## src/rtl/wb_cpu_pkg.sv

```systemverilog
// Shared types for the Atari 2600 Wishbone initiator and its address decoder.
package wb_cpu_pkg;

   typedef enum logic [1:0] {
      ST_IDLE    = 2'd0,
      ST_ACTIVE  = 2'd1,
      ST_RECOVER = 2'd2
   } state_t;

   typedef enum logic [1:0] {
      SEL_ROM = 2'd0,
      SEL_TIA = 2'd1,
      SEL_RAM = 2'd2,
      SEL_PIA = 2'd3
   } sel_t;

   localparam logic [7:0] RD_ERR_DATA = 8'hFF;

   // Bit order matches {pia, ram, tia, rom} strobe/ack vectors.
   function automatic logic [3:0] sel_onehot(input sel_t s);
      sel_onehot = 4'b0001 << s;
   endfunction

endpackage

```

## src/rtl/atari_addr_decode.sv

```systemverilog
// Maps a 13-bit 6502 address to a slave select and the 12-bit slave-local address.
module atari_addr_decode
   import wb_cpu_pkg::*;
(
   input  logic [12:0] adr_i,
   output sel_t        sel_o,
   output logic [11:0] slv_adr_o
);

   // Priority: A12 selects ROM, then A7 splits TIA off, then A9 splits RAM from PIA.
   always_comb begin
      sel_o     = SEL_TIA;
      slv_adr_o = {5'b0, adr_i[6:0]};
      if (adr_i[12]) begin
         sel_o     = SEL_ROM;
         slv_adr_o = adr_i[11:0];
      end else if (!adr_i[7]) begin
         sel_o = SEL_TIA;
      end else if (!adr_i[9]) begin
         sel_o = SEL_RAM;
      end else begin
         sel_o = SEL_PIA;
      end
   end

endmodule

```

## src/rtl/wb_cpu_master.sv

```systemverilog
// Wishbone classic initiator: one CPU byte access per cycle, decoded to ROM/TIA/RAM/PIA,
// completed by the selected slave's ack or by a timeout that returns 0xFF.
module wb_cpu_master
   import wb_cpu_pkg::*;
#(
   parameter int unsigned TIMEOUT = 15
) (
   input  logic        clk_i,
   input  logic        rst_i,
   input  logic        cpu_req,
   input  logic        cpu_we,
   input  logic [12:0] cpu_adr,
   input  logic [7:0]  cpu_dat_w,
   output logic [7:0]  cpu_dat_r,
   output logic        cpu_rdy,
   output logic        bus_err,
   output logic [11:0] adr_o,
   output logic [7:0]  dat_o,
   output logic        we_o,
   output logic        rom_stb_o,
   output logic        tia_stb_o,
   output logic        ram_stb_o,
   output logic        pia_stb_o,
   input  logic        rom_ack_i,
   input  logic        tia_ack_i,
   input  logic        ram_ack_i,
   input  logic        pia_ack_i,
   input  logic [7:0]  rom_dat_i,
   input  logic [7:0]  tia_dat_i,
   input  logic [7:0]  ram_dat_i,
   input  logic [7:0]  pia_dat_i
);

   localparam logic [7:0] CNT_LAST = 8'(TIMEOUT - 1);

   sel_t        w_dec_sel;
   logic [11:0] w_dec_adr;
   logic [3:0]  w_ack_vec;
   logic [7:0]  w_dat_vec [4];
   logic        w_ack;
   logic [7:0]  w_dat;

   state_t      r_state;
   sel_t        r_sel;
   logic [7:0]  r_cnt;
   logic [3:0]  r_stb;
   logic [11:0] r_adr;
   logic [7:0]  r_wdat;
   logic        r_we;
   logic [7:0]  r_rdat;
   logic        r_rdy;
   logic        r_err;

   atari_addr_decode u_decode (
      .adr_i     (cpu_adr),
      .sel_o     (w_dec_sel),
      .slv_adr_o (w_dec_adr)
   );

   // Only the latched slave is ever looked at, so stray acks elsewhere are harmless.
   assign w_ack_vec    = {pia_ack_i, ram_ack_i, tia_ack_i, rom_ack_i};
   assign w_dat_vec[0] = rom_dat_i;
   assign w_dat_vec[1] = tia_dat_i;
   assign w_dat_vec[2] = ram_dat_i;
   assign w_dat_vec[3] = pia_dat_i;
   assign w_ack        = w_ack_vec[r_sel];
   assign w_dat        = w_dat_vec[r_sel];

   always_ff @(posedge clk_i) begin
      if (rst_i) begin
         r_state <= ST_IDLE;
         r_sel   <= SEL_ROM;
         r_cnt   <= 8'd0;
         r_stb   <= 4'b0000;
         r_adr   <= 12'd0;
         r_wdat  <= 8'd0;
         r_we    <= 1'b0;
         r_rdat  <= 8'd0;
         r_rdy   <= 1'b0;
         r_err   <= 1'b0;
      end else begin
         r_rdy <= 1'b0;
         r_err <= 1'b0;
         case (r_state)
            ST_IDLE: begin
               if (cpu_req) begin
                  r_sel   <= w_dec_sel;
                  r_adr   <= w_dec_adr;
                  r_wdat  <= cpu_dat_w;
                  r_we    <= cpu_we;
                  r_stb   <= sel_onehot(w_dec_sel);
                  r_cnt   <= 8'd0;
                  r_state <= ST_ACTIVE;
               end
            end
            ST_ACTIVE: begin
               // Ack is tested first so a late ack on the timeout cycle still succeeds.
               if (w_ack) begin
                  if (!r_we) begin
                     r_rdat <= w_dat;
                  end
                  r_stb   <= 4'b0000;
                  r_rdy   <= 1'b1;
                  r_state <= ST_RECOVER;
               end else if (r_cnt == CNT_LAST) begin
                  if (!r_we) begin
                     r_rdat <= RD_ERR_DATA;
                  end
                  r_stb   <= 4'b0000;
                  r_rdy   <= 1'b1;
                  r_err   <= 1'b1;
                  r_state <= ST_RECOVER;
               end else begin
                  r_cnt <= r_cnt + 8'd1;
               end
            end
            ST_RECOVER: begin
               r_state <= ST_IDLE;
            end
            default: begin
               r_stb   <= 4'b0000;
               r_state <= ST_IDLE;
            end
         endcase
      end
   end

   assign cpu_dat_r = r_rdat;
   assign cpu_rdy   = r_rdy;
   assign bus_err   = r_err;
   assign adr_o     = r_adr;
   assign dat_o     = r_wdat;
   assign we_o      = r_we;
   assign rom_stb_o = r_stb[0];
   assign tia_stb_o = r_stb[1];
   assign ram_stb_o = r_stb[2];
   assign pia_stb_o = r_stb[3];

endmodule
```

## config.mk

```make
export PLATFORM = sky130hd
export DESIGN_NAME = wb_cpu_master
export DESIGN_NICKNAME = d
export VERILOG_FILES = /design/src/rtl/wb_cpu_pkg.sv /design/src/rtl/atari_addr_decode.sv /design/src/rtl/wb_cpu_master.sv
export SDC_FILE = /design/constraint.sdc
export NUM_CORES = 1
export LEC_CHECK = 0
export ABC_AREA = 1
export CORE_ASPECT_RATIO = 0.8
export CORE_UTILIZATION = 42
export DETAILED_ROUTE_END_ITERATION = 7
export PLACE_DENSITY = 0.79
export SLEW_MARGIN = 20
export SYNTH_ARGS = -nofsm -noshare
export SYNTH_HDL_FRONTEND = slang
export SYNTH_SLANG_ARGS = --single-unit
```

## constraint.sdc

```tcl
create_clock -name clk_i -period 1.7 [get_ports clk_i]
set_input_delay 0.34 -clock clk_i [delete_from_list [all_inputs] [get_ports clk_i]]
set_output_delay 0.34 -clock clk_i [all_outputs]
set_load 0.05 [all_outputs]
```

==> results of run 1 <==
layer usage:
| metal | GRT usage, % | up-vias | wire [um] |
|---|---|---|---|
| met4 | 8.62 | 0 | 51 |
| met2 | 37.0 | 71 | 2780 |
| met3 | 7.82 | 6 | 484 |
| met5 | 0 | - | 0 |
| met1 | 27.8 | 1084 | 2790 |
| li1 | - | 1301 | - |
where the power goes:
| group | total (W) | leakage, nW | internal (W) | switching, W |
|---|---|---|---|---|
| Sequential | 0.00124 | 0.386 | 0.00119 | 0.0000555 |
| Combinational | 0.000920 | 1.10 | 0.000365 | 0.000556 |
| Clock | 0.000737 | 0.0467 | 0.000305 | 0.000432 |
area by class of cell:
| type | instances | area (sq um) | share of cell area, % |
|---|---|---|---|
| tap | 62 | 77.6 | 2.30 |
| multi-input combinational | 249 | 1130 | 33.4 |
| clock inverter | 3 | 27.5 | 0.817 |
| timing repair buffer | 114 | 1010 | 29.8 |
| inverter | 32 | 123 | 3.64 |
| sequential | 47 | 942 | 28.0 |
| clock buffer | 5 | 68.8 | 2.04 |
worst max-delay path by stage:
stage,start,to,slack [ns],cells after the start
4_1_cts,r_cnt[0],cpu_dat_r[4],0.14,10
5_1_grt,r_sel[0],r_stb[2],0.01,9
6_report,r_sel[0],r_cnt[0],0.22,9
2_1_floorplan,r_cnt[0],cpu_dat_r[0],0.31,10
3_5_place_dp,pia_ack_i,cpu_dat_r[6],-0.08,8
3_3_place_gp,tia_ack_i,cpu_dat_r[6],-0.02,8
registers in the layout, indices dropped and copies added (netlist names):
register	cells
adr_o	12
bus_err	1
cpu_dat_r	8
cpu_rdy	1
dat_o	8
r_cnt	8
r_sel	2
r_state	2
r_stb	4
we_o	1
cells by family (layout without fill, tap and decap cells):
group | Yosys count | after routing | synth area share [%]
buffers and inverters | 49 | 154 | 9.74
XOR/XNOR | 1 | 1 | 0.385
AO/OA/AOI/OAI | 61 | 61 | 13.6
AND/OR/NAND/NOR | 185 | 185 | 33.7
flip-flops | 47 | 47 | 41.4
adder cells (fa/ha/maj) | 2 | 2 | 1.10
stage by stage:
step,total power (W),setup TNS [ns]
2_1_floorplan,0.00182,0
3_3_place_gp,0.00217,-0.113
3_5_place_dp,0.00218,-0.548
4_1_cts,0.00291,0
5_1_grt,0.00305,0
6_report,0.00290,0
critical path: cells and delay by family (launching register included):
family | cells | cell delay [ns]
simple gates | 7 | 0.72
buf+inv | 2 | 0.12
flops | 1 | 0.54
what timing repair did:
action | in CTS | in global routing
buffers inserted | 0 | 0
setup endpoints to repair | 0 | 9
resized for setup | 0 | 4
layout by cell type (no fill, tap or decap), types with 2 or more instances in the layout:
| master | netlist | final |
|---|---|---|
| sky130_fd_sc_hd__a21oi_1 | 15 | 15 |
| sky130_fd_sc_hd__buf_4 | 0 | 54 |
| sky130_fd_sc_hd__clkbuf_8 | 0 | 5 |
| sky130_fd_sc_hd__clkdlybuf4s50_1 | 0 | 60 |
| sky130_fd_sc_hd__dfxtp_1 | 47 | 46 |
| sky130_fd_sc_hd__ha_1 | 2 | 2 |
| sky130_fd_sc_hd__inv_1 | 31 | 31 |
| sky130_fd_sc_hd__nand2_1 | 63 | 63 |
| sky130_fd_sc_hd__nand2_4 | 0 | 2 |
| sky130_fd_sc_hd__nand3_1 | 14 | 14 |
| sky130_fd_sc_hd__nand4_1 | 2 | 2 |
| sky130_fd_sc_hd__nor2_1 | 87 | 87 |
| sky130_fd_sc_hd__nor3_1 | 10 | 9 |
| sky130_fd_sc_hd__nor3b_1 | 2 | 2 |
| sky130_fd_sc_hd__o21ai_0 | 44 | 44 |
==> impl_summary.md, run 1 <==
Outcome
The flow ran to the end, but the final reports show violations. The checks that failed: DRC.

STA
Static timing analysis puts the maximum clock frequency at between 0.6 and 0.7 GHz. Setup repair after global routing left no endpoint under its margin. At the pin with the least slew margin, the transition time is 0.355 ns.

Hold is met by ~0.47 ns. The worst slew margin relative to its limit is 76.3%. The clock period minus worst slack is 1.48 ns.

The setup violation total in the final timing report is 0. The final critical path takes up 87.3% of the cycle. The minimum setup slack in the final design is 0.216 ns. The final clock skew is 0.0118 ns. The final count of pins violating max slew is 0. The count of final hold-check violations is 0.

Die
The die is ~68 um tall. The total die area is 0.00571 sq mm. The initial utilization of the core area, before any placement, comes to between 40 and 50%. The core footprint is 0.00509 sq mm. The row count is 23. 96 I/O pins were placed.

In this run the horizontal extent of the chip is 84.3 um.

Worst setup path
The kind of start point of the critical path is a flop. The worst reg-to-reg setup slack is 0.22 ns. The worst register-to-register path begins at r_sel[0]. The worst setup path is captured at a flop. The cell with the largest stage delay on the worst path is sky130_fd_sc_hd__dfxtp_1.

In this run the worst path has a maximum fanout of 10. The critical path is of the flop to flop type. The signal on the critical path passes through inv_4 -> nand2_1 -> nand3_1 -> nand2_1 -> nand3_4 -> nand2_4 -> inv_1 -> nor2_1 -> nor2_1. The worst endpoint required time is 1.92 ns. The endpoint identified for the worst register-to-register timing path is r_cnt[0].

The largest single stage delay on the critical path is approximately 0.54 ns. For the worst flop-to-flop path, the logic depth is 9. Data on the critical path arrives at its endpoint at 1.70 ns.

Yosys
The number of synthesized register bits is 47. After synthesis, the largest area contributor takes up 41.4% of total cell area. The count of flip-flops with a built-in enable after synthesis is 0. Averaged over all synthesized cells, the footprint is 6.59 sq um. The most frequent cell after synthesis is sky130_fd_sc_hd__nor2_1. The gate count of the mapped netlist is 345.

After synthesis, flip-flops and latches occupy 41.4% of the total area. In this run, distinct cell masters in the synthesized netlist total 23. The combined area of all synthesized cells is 0.00227 sq mm. The total of warnings raised by yosys is 0. Of all cell types, the one taking the most synthesized area is sky130_fd_sc_hd__dfxtp_1. For this run, the leading register cell type out of synthesis is sky130_fd_sc_hd__dfxtp_1. The proportion of synthesized flip-flops having asynchronous set or reset is 0%. The synthesized net count is 408. By count the netlist is led by sky130_fd_sc_hd__nor2_1 (87), sky130_fd_sc_hd__nand2_1 (63), sky130_fd_sc_hd__dfxtp_1 (47). By area the synthesized netlist is led by sky130_fd_sc_hd__dfxtp_1 (41%), sky130_fd_sc_hd__nor2_1 (14%), sky130_fd_sc_hd__nand2_1 (10%).

Clocking
Hold repair after CTS inserted 0 buffers. The clock tree from TritonCTS is done. In this run, CTS created clock tree buffers numbering 5.

The tree is rooted in a sky130_fd_sc_hd__clkbuf_8. The number of levels in the clock H-tree is 2. The number of buffers on the longest clock path is 2.

The CTS sink count is 47. The clock transition time at the flip-flop clock pins of the worst setup and hold paths is 0.10 ns. Clock latency on the worst-skew pair, taken at its later pin, is 0.32 ns.

Power
Summed over all cells, the static leakage comes to 1.53 nW. For this design the ratio of total power to cell area is 860 mW/mm^2. VDD sags by at most 0.583 mV.

Worst hold path
The startpoint identified for the worst hold timing path is r_stb[0]. The path with the worst hold slack has its endpoint at r_stb[0]. In this run the worst hold path is classified as flop to flop.

The worst hold path depth is 2.

Placed design
The post-placement setup slack is -0.0783 ns. The instance area after placement is around 0.0033 sq mm. The number of placed instances, taps included is 504. The count of buffers added on input and output ports is 95. The congestion estimate from routability-driven global placement came to 0.843.

The total half-perimeter wirelength after legalization and detailed placement is 4.64 mm.

Route
The number of nets with antenna violations after routing is 0. Using the TritonRoute via totals, the vias-per-cell ratio works out to a little under 5. In the routed design, unresolved DRC markers number 8. The total wire length after detailed routing is about 6.1 mm. The per-cell routed wire length is 11.9 um. After the first detailed-routing iteration, the DRC count stood at 141. The number of detailed-routing iterations run before antenna repair is 6. The number of vias after detailed routing is around 2500.

Job
The max-capacitance violation count is 0.

Layout
Of the cells placed in the final design, the portion with a size suffix greater than 1 is 15.6%. 0 antenna diodes ended up in the layout. The final cell count without fillers is 512. The final instance area is approximately 0.0034 sq mm.

The final net count is ~510. The layout filler cell count is ~460. The final core utilization is 66.2%. From synthesis to final layout, the design area changed by 48.3%.

Global routing
Entering global routing, the biggest net connects 21 pins. The global routing usage summed across all routing layers is 22.6%. For this run the aggregate overflow at the end of global routing stands at 0. The via count of the first global-routing pass came to ~2200.

The number of antenna violations at the first check in global routing was 0. The global-route wire length before repair is 10.1 mm.
Power figures use the tool's default switching activity.
==> inputs of run 2 (changes only) <==
--- a/config.mk
+++ b/config.mk
@@ -7,6 +7,7 @@
 export LEC_CHECK = 0
 export ABC_AREA = 1
 export CORE_ASPECT_RATIO = 0.8
+export CORE_MARGIN = 4
 export CORE_UTILIZATION = 42
 export DETAILED_ROUTE_END_ITERATION = 7
 export PLACE_DENSITY = 0.79
==> impl_summary.md, run 2 (same netlist as run 1, synthesis figures left out) <==
Worst setup path
In this run the worst path has a maximum fanout of 16. Walking the worst path, the cells encountered are inv_1 -> ha_1 -> nand2_1 -> nor2_1 -> nand2_2 -> nand2_1 -> nand2_4 -> nor3_1 -> nor2_1. The setup check on the worst reg-to-reg path leaves a slack of 0.21 ns. The depth of the worst register-to-register path is 9. STA puts the critical path data required time at 1.90 ns. On the critical path, the stage with the largest delay is an instance of sky130_fd_sc_hd__dfxtp_2. Data on the critical path arrives at its endpoint at roughly 1.7 ns. The kind of start point of the critical path is a flop. On the worst path, the slowest cell contributes a delay of 0.34 ns. Together, buffers and inverters on the worst path number 1. STA classifies the critical path endpoint as a flop.

The endpoint identified for the worst register-to-register timing path is cpu_dat_r[5]. The kind of cell with the highest combined delay on the critical path is simple AND/OR/NAND/NOR gates. The start of the worst register-to-register path is r_cnt[0]. The startpoint-to-endpoint class of the critical path is flop to flop.

STA
The worst hold slack across all endpoints is between 0.4 and 0.5 ns. Setup repair after global routing left no endpoint under its margin. The final count of pins violating max slew came to 0. The count of final hold-check violations was 0. Derived from the worst setup path, the maximum achievable clock frequency is approximately 0.67 GHz. The clock period minus worst slack is 1.49 ns. The actual transition at the worst max-transition pin is ~0.35 ns. Of the available clock period, the critical path in the final layout requires around 87%. On the final layout, the worst clock skew is 0.00528 ns. Once routing completed, OpenROAD measured the worst setup slack at 0.215 ns.

Setup violations remaining at the end of the flow were counted as 0. The worst slew margin relative to its limit is 76.2%.

Layout
The area used by sequential logic in the layout is roughly 940 sq um. In the layout the commonest cells are sky130_fd_sc_hd__nor2_1 (87), sky130_fd_sc_hd__nand2_1 (63), sky130_fd_sc_hd__clkdlybuf4s50_1 (60). The number of flip-flops under the largest register name is 12. The post-route netlist has between 10% and 20% of its cells at a drive strength greater than 1. The count of inserted antenna diode cells is 0.

The final net count is approximately 500. From synthesis to final layout, the design area changed by 48.7%. The most frequent standard cell in the layout excluding fill and tap cells is sky130_fd_sc_hd__nor2_1. Counting the fill cells in the layout gives 453. The area of combinational cells with multiple inputs is roughly 0.0011 sq mm.

Outcome
The flow ran to the end, and the final reports show no timing, DRC or antenna violations.

Route
The per-cell routed wire length is 12.4 um. Dividing the detail-routed via count by the number of cells gives 4.93. The number of vias after detailed routing is about 2500. In this run the remaining antenna-violating nets after routing total 0. In this run, the number of DRC markers left after iteration 0 of detailed routing was 96. The number of DRC violations after detailed routing is 0. Before antenna repair, the detailed router went through 4 iterations. After detailed routing, the total wire length is 6.30 mm.

Global routing
The pin count of the biggest net entering global routing is 19. The total overflow left after global routing is 0. Global routing used 18.8% of the available tracks across all layers. The number of antenna violations at the first check in global routing is 0. The global-route wire length before repair is 10.3 mm. The via count of the first global-routing pass is 2382.

Clocking
The root buffer cell is sky130_fd_sc_hd__clkbuf_8. TritonCTS built the clock tree. The number of instances resized during post-cts repair is 0. The hold buffer count at CTS is 0. The clock transition time at the flip-flop clock pins of the worst setup and hold paths is approximately 0.09 ns.

The clock reaches the later pin of the worst-skew pair after 0.30 ns. The number of setup buffers added after CTS is 0. For this design, the sink count on the clock tree is 47. Counting along the longest clock path gives a buffer depth of 2.

The number of levels in the clock H-tree is 2. The CTS buffer count is 5.

Die
The initial utilization of the core area, before any placement, comes to 44.4%. From left edge to right edge, the die measures 90.3 um. The number of I/O pins is 96. The total die area is 0.00666 sq mm. Measured along the y axis, the die boundary spans ~74 um. The row count is 23. The core footprint is 0.00512 sq mm.

Worst hold path
The hold path endpoint is adr_o[8]. The startpoint of the tightest hold check path is adr_o[8]. The worst hold path depth is 2.

The path class of the lowest-slack min-delay path is flop to flop.

Power
In this run the static leakage power is 1.53 nW. The maximum VDD drop is 0.543 mV. In this run the power density over the cells is 921 mW/mm^2. The post-route total power is 0.00311 W.

Placed design
The congestion estimate from routability-driven global placement came to 0.836. The post-placement setup slack is -0.0340 ns. The total half-perimeter wirelength after legalization and detailed placement is a little under 5 mm. In this run the tool buffered the top-level ports with 95 buffer cells.

Job
Across the run, the number of max-cap violations was 0.
==> run 2: cell type report <==
type | count | area share [%]
multi-input cells | 249 | 33.0
repair buffers | 110 | 29.2
flip-flops and latches | 47 | 27.9
inverters | 32 | 3.63
well taps | 62 | 2.30
clock buffers | 6 | 2.15
clock inverters | 2 | 1.78
==> run 2: power by group <==
group	total, W	switching [W]	internal, W
logic	0.000912	0.000557	0.000355
registers	0.00124	0.0000522	0.00119
clock network	0.000962	0.000374	0.000588
total	0.00311	0.000984	0.00213
==> run 2: worst reg2reg max path, delay by kind of cell, from the launching register on <==
kind / cells / cell delay (ns)
fa+ha+maj: 1 / 0.16
flops: 1 / 0.34
buf+inv: 1 / 0.11
simple gates: 7 / 0.78
==> run 2: how the worst max path moves through the flow <==
stage | from | depth (start not counted) | end
after CTS | r_cnt[0] | 10 | cpu_dat_r[1]
after floorplan | r_cnt[0] | 10 | cpu_dat_r[0]
after global routing | r_cnt[0] | 9 | cpu_dat_r[2]
after detailed placement | tia_ack_i | 8 | cpu_dat_r[6]
final | r_cnt[0] | 9 | cpu_dat_r[5]
after global placement | tia_ack_i | 8 | cpu_dat_r[6]
==> run 2: per-layer routing <==
| metal | routed length, um | global-route usage [%] | up-vias |
|---|---|---|---|
| met5 | 0 | 0 | - |
| met4 | 109 | 6.79 | 0 |
| met3 | 518 | 6.76 | 11 |
| met2 | 2920 | 32.5 | 73 |
| met1 | 2750 | 21.7 | 1124 |
| li1 | - | - | 1294 |
==> run 2: stage by stage <==
step | utilization (%) | instance area (sq um) | cells | TNS (ns)
floorplan | - | 2270 | 345 | 0
global placement | 63.3 | 3240 | 500 | 0
detailed placement | 63.3 | 3240 | 500 | -0.152
CTS | 65.9 | 3370 | 508 | 0
global route | 66.0 | 3380 | 508 | 0
finish | 66.0 | 3380 | 508 | 0
